## src/rtl/seq_shifter.sv

```systemverilog
// seq_shifter: multi-cycle shift unit. Captures an operand on start, then
// performs one 1-bit shift (LSL/LSR/ASR/ROL/ROR) per enabled clock until the
// programmed amount is exhausted, and pulses done for one cycle.
//
// Handshake: start_i is a request that is accepted only while the unit is idle
// (busy_o=0 and done_o=0). A request seen during SHIFT or DONE is dropped, not
// queued. done_o is a single-cycle pulse with no back-pressure; out_o/carry_o
// hold the result from the done pulse until the next accepted start.
module seq_shifter #(
  parameter int N = 8,
  localparam int AW = $clog2(N)
) (
  input  logic          clock_i,
  input  logic          reset_i,
  input  logic          start_i,
  input  logic [2:0]    mode_i,
  input  logic [AW-1:0] amount_i,
  input  logic [N-1:0]  in_i,
  input  logic          en_i,
  output logic [N-1:0]  out_o,
  output logic          carry_o,
  output logic          busy_o,
  output logic          done_o,
  output logic [1:0]    state_o
);

  localparam logic [1:0] ST_IDLE  = 2'd0;
  localparam logic [1:0] ST_SHIFT = 2'd1;
  localparam logic [1:0] ST_DONE  = 2'd2;

  localparam logic [2:0] MODE_LSL = 3'b000;
  localparam logic [2:0] MODE_LSR = 3'b001;
  localparam logic [2:0] MODE_ASR = 3'b010;
  localparam logic [2:0] MODE_ROL = 3'b011;
  localparam logic [2:0] MODE_ROR = 3'b100;

  logic [1:0]    state_q, state_d;
  logic [2:0]    mode_q, mode_d;
  logic [AW-1:0] cnt_q, cnt_d;
  logic [N-1:0]  out_q, out_d;
  logic          carry_q, carry_d;
  logic          busy_q, busy_d;
  logic          done_q, done_d;

  logic [N-1:0]  step_out;
  logic          step_carry;

  // One shift step of the working register under the latched mode.
  always_comb begin
    step_out   = out_q;
    step_carry = 1'b0;
    case (mode_q)
      MODE_LSL: begin
        step_out   = {out_q[N-2:0], 1'b0};
        step_carry = out_q[N-1];
      end
      MODE_LSR: begin
        step_out   = {1'b0, out_q[N-1:1]};
        step_carry = out_q[0];
      end
      MODE_ASR: begin
        step_out   = {out_q[N-1], out_q[N-1:1]};
        step_carry = out_q[0];
      end
      MODE_ROL: begin
        step_out   = {out_q[N-2:0], out_q[N-1]};
        step_carry = out_q[N-1];
      end
      MODE_ROR: begin
        step_out   = {out_q[0], out_q[N-1:1]};
        step_carry = out_q[0];
      end
      // Reserved modes leave the operand alone and report no carry, while the
      // counter still runs so the latency matches the defined modes.
      default: begin
        step_out   = out_q;
        step_carry = 1'b0;
      end
    endcase
  end

  // FSM next state, datapath next values and registered status flags.
  always_comb begin
    state_d = state_q;
    mode_d  = mode_q;
    cnt_d   = cnt_q;
    out_d   = out_q;
    carry_d = carry_q;
    case (state_q)
      ST_IDLE: begin
        if (start_i) begin
          mode_d  = mode_i;
          cnt_d   = amount_i;
          out_d   = in_i;
          carry_d = 1'b0;
          state_d = ST_SHIFT;
        end
      end
      ST_SHIFT: begin
        // An exhausted count finishes regardless of en_i.
        if (cnt_q == '0) begin
          state_d = ST_DONE;
        end else if (en_i) begin
          out_d   = step_out;
          carry_d = step_carry;
          cnt_d   = cnt_q - AW'(1);
        end
      end
      ST_DONE: begin
        state_d = ST_IDLE;
      end
      default: begin
        state_d = ST_IDLE;
      end
    endcase
    busy_d = (state_d == ST_SHIFT);
    done_d = (state_d == ST_DONE);
  end

  // State and output registers; synchronous reset wins over everything.
  always_ff @(posedge clock_i) begin
    if (reset_i) begin
      state_q <= ST_IDLE;
      mode_q  <= '0;
      cnt_q   <= '0;
      out_q   <= '0;
      carry_q <= 1'b0;
      busy_q  <= 1'b0;
      done_q  <= 1'b0;
    end else begin
      state_q <= state_d;
      mode_q  <= mode_d;
      cnt_q   <= cnt_d;
      out_q   <= out_d;
      carry_q <= carry_d;
      busy_q  <= busy_d;
      done_q  <= done_d;
    end
  end

  assign out_o   = out_q;
  assign carry_o = carry_q;
  assign busy_o  = busy_q;
  assign done_o  = done_q;
  assign state_o = state_q;

endmodule

```

## config.mk

```make
export PLATFORM = sky130hd
export DESIGN_NAME = seq_shifter
export DESIGN_NICKNAME = d
export VERILOG_FILES = /design/src/rtl/seq_shifter.sv
export SDC_FILE = /design/constraint.sdc
export NUM_CORES = 1
export LEC_CHECK = 0
export ABC_AREA = 1
export CAP_MARGIN = 20
export CORE_ASPECT_RATIO = 0.7
export CORE_MARGIN = 4
export CORE_UTILIZATION = 50
export CTS_CLUSTER_DIAMETER = 30
export DETAILED_ROUTE_END_ITERATION = 8
export GPL_ROUTABILITY_DRIVEN = 0
export PLACE_DENSITY = 0.82
export SYNTH_ARGS = -nofsm -noshare
export SYNTH_HDL_FRONTEND = slang
export SYNTH_SLANG_ARGS = --single-unit
```

## constraint.sdc

```tcl
create_clock -name clock_i -period 3.8 [get_ports clock_i]
set_clock_uncertainty 0.05 [all_clocks]
set_input_delay 1.14 -clock clock_i [delete_from_list [all_inputs] [get_ports clock_i]]
set_output_delay 1.14 -clock clock_i [all_outputs]
set_load 0.02 [all_outputs]
```

==> metrics.md <==
| Metric | Value |
|---|---|
| Outcome | `completed` |
| First-pass GRT wire length | `4.51 mm` |
| Worst Setup SP | `state_o[0]` |
| Share of cells above drive strength 1 | `6.47%` |
| Worst reg2reg path depth | `7` |
| CP arrival | `1.40 ns` |
| Synth warnings | `0` |
| R2R setup slack | `2.18 ns` |
| Cell area after synthesis | `0.00109 sq mm` |
| WL final | `2.65 mm` |
| First DRT Iteration DRCs | `72` |
| Peak Freq | `386 MHz` |
| Worst Path Max Fanout | `5` |
| Dpl hpwl | `2.04 mm` |
| Number of library cell types mapped by synthesis | `22` |
| Final setup violating endpoints | `0` |
| Initial antenna violation count | `0` |
| Worst EP required | `2.61 ns` |
| Max stage delay cell, worst path | `clkdlybuf4s50_1` |
| Slew Limit Fails | `0` |
| Worst-case clock buffer depth | `2` |
| Worst Setup End Kind | `output pin` |
| Crit-path cells | `clkdlybuf4s50_1` |
| Worst slew margin | `69.0%` |
| Depth of the CTS H-tree | `1` |
| Root buf cell | `clkbuf_4` |
| Post-CTS Resized | `0` |
| Setup repair bufs after CTS | `0` |
| Ys async rst share | `0%` |
| Crit Path Category | `register to output pin` |
| Met1 Track Usage GR | `25.3%` |
| MaxCap Viol Count | `0` |
| Pleak | `0.647 nW` |
| Ant diodes | `0` |
| Post-synth top area share | `35.0%` |
| Mean post-synth cell area | `6.36 sq um` |
| Worst R2R End | `out_o[0]` |
| Post-synthesis register bit count | `19` |
| EDFF count, synth | `0` |
| Worst Max-Slew Pin Slew | `0.464 ns` |
| Critical Path Sink | `state_o[0]` |
| Clock transition at the registers of the reported paths | `0.11 ns` |
| Area of the core | `0.00195 sq mm` |
| Synth area leader | `dfxtp_1` |
| Die ar. | `0.00300 sq mm` |
| Commonest non-fill, non-tap cell in the layout | `nand2_1` |
| RSZ-0062 raised after global routing | `false` |
| Most frequent cells in the layout | `nand2_1 (49), clkdlybuf4s50_1 (30), inv_1 (23), nor2_1 (23), dfxtp_1 (19)` |
| TritonCTS Buffers | `3` |
| Initial Util | `55.7%` |
| Hold Buf Count CTS | `0` |
| Port Buffers | `30` |
| Combinational power share | `41.1%` |
| Syn_nets | `191` |
| Critical path buffer and inverter count | `1` |
| Min-Delay Path Class | `register to register` |
| Tmin final | `2.59 ns` |
| Sw Ratio | `38.6%` |
| Dpl ws | `1.26 ns` |
| TritonRoute pass-1 iters | `4` |
| Int Power | `0.363 mW` |
| Flop pwr share | `41.4%` |
| CTS tree | `done` |
| Vias | `1135` |
| TNS Setup | `0 ns` |
| Area contributors post-synth | `dfxtp_1 (35%), nand2_1 (17%), inv_1 (7.9%), nor2_1 (7.9%), nand3_1 (6.9%)` |
| Busiest grt layer | `met2` |
| Main synth FF type | `dfxtp_1` |
| Fillers | `168` |
| Total global routing overflow | `0` |
| WL per Instance | `11.9 um` |
| Crit-path max cell delay | `0.65 ns` |
| Worst path depth | `1` |
| Design area | `0.00142 sq mm` |
| Finished Core Util | `72.6%` |
| CP top delay family | `buffers and inverters` |
| Via-to-Cell Ratio | `5.09` |
| Final #Nets | `222` |
| Multi-input logic area | `593 sq um` |
| Seq/Total Area, Yosys | `35.0%` |
| Period Utilization, post-route | `68.3%` |
| Via count of the first global-routing pass | `1053` |
| Die width | `63.7 um` |
| Setup WS post-layout | `1.21 ns` |
| Clk pwr share | `17.5%` |
| Tot GR Track Use | `19.6%` |
| Worst-Skew Late Latency | `0.30 ns` |
| Area Overhead vs Synth | `30.4%` |
| Met2 usage | `32.4%` |
| # IOs | `31` |
| CTS Sinks | `19` |
| Row count | `13` |
| Fin. Hold Viols | `0` |
| Synth Instances | `171` |
| Post-DP Area | `0.00139 sq mm` |
| Crit path launch type | `register` |
| Fin Hold WS | `0.448 ns` |
| FF+latch area | `380 sq um` |
| Die Ht | `47.0 um` |
| Total power density per cell area | `418 mW/mm^2` |
| Met3 usage | `5.26%` |
| Final ANT Viol Nets | `0` |
| Sw power | `0.229 mW` |
| Peak supply drop | `0.213 mV` |
| Start of the worst register-to-register path | `state_o[0]` |
| Pin count of the biggest net entering global routing | `19` |
| Drc violations | `0` |
cells by family (layout without fill, tap and decap cells):
group	Yosys count	after routing	share of synthesized area [%]
AO/OA/AOI/OAI	26	26	12.8
XOR/XNOR	1	1	0.806
AND/OR/NAND/NOR	95	95	38.7
buffers and inverters	28	58	10.5
adder cells (fa/ha/maj)	2	2	2.30
flip-flops	19	19	35.0
registers in the layout, indices dropped and copies added (netlist names):
name and cells:
mode_q 3, busy_o 1, out_o 8, done_o 1, cnt_q 3, state_o 2
carry_o 1
cells in the mapped netlist, types with 2 or more instances:
cell type / instances
clkbuf_1: 2
nand3_1: 15
o21ai_0: 9
dfxtp_1: 19
a21oi_1: 14
nand2_2: 2
nor2_1: 23
ha_1: 2
inv_1: 23
nand2_1: 49
a21oi_2: 2
power groups by stage:
stage | clock, mW | sequential [mW] | combinational, mW
5_1_grt | 0.117 | 0.248 | 0.273
3_5_place_dp | 0 | 0.249 | 0.241
2_1_floorplan | 0 | 0.268 | 0.142
6_report | 0.103 | 0.245 | 0.244
4_1_cts | 0.107 | 0.244 | 0.243
3_3_place_gp | 0 | 0.248 | 0.235
final cells by class:
class	instances	area share, %
Inverter	24	6.35
Sequential cell	19	26.8
Clock buffer	4	1.85
Timing Repair Buffer	30	21.2
Tap cell	22	1.94
Multi-Input combinational cell	124	41.8
worst reg2reg max path: stages, from the launching register on:
cell,delay (ns)
dfxtp_1,0.46
inv_2,0.07
nor2_4,0.37
nand3_2,0.18
nand3_4,0.19
nor2_1,0.08
nand2_1,0.08
a21oi_2,0.05
per-stage QoR:
step	std cells	power, mW
2_1_floorplan	171	0.410
3_3_place_gp	219	0.483
3_5_place_dp	219	0.491
4_1_cts	223	0.595
5_1_grt	223	0.639
6_report	223	0.592
worst min-delay path by stage:
stage	startpoint	endpoint	slack (ns)	depth (start not counted)
floorplan	cnt_q[1]	cnt_q[1]	0.41	2
global placement	carry_o	carry_o	0.42	2
detailed placement	carry_o	carry_o	0.43	2
CTS	carry_o	carry_o	0.44	2
global route	carry_o	carry_o	0.46	2
finish	carry_o	carry_o	0.45	2
routing by layer:
layer,vias up,wire length (um)
met5,-,0
met4,0,27
met3,6,179
met2,45,1170
met1,490,1270
li1,594,-
Power figures use the tool's default switching activity.
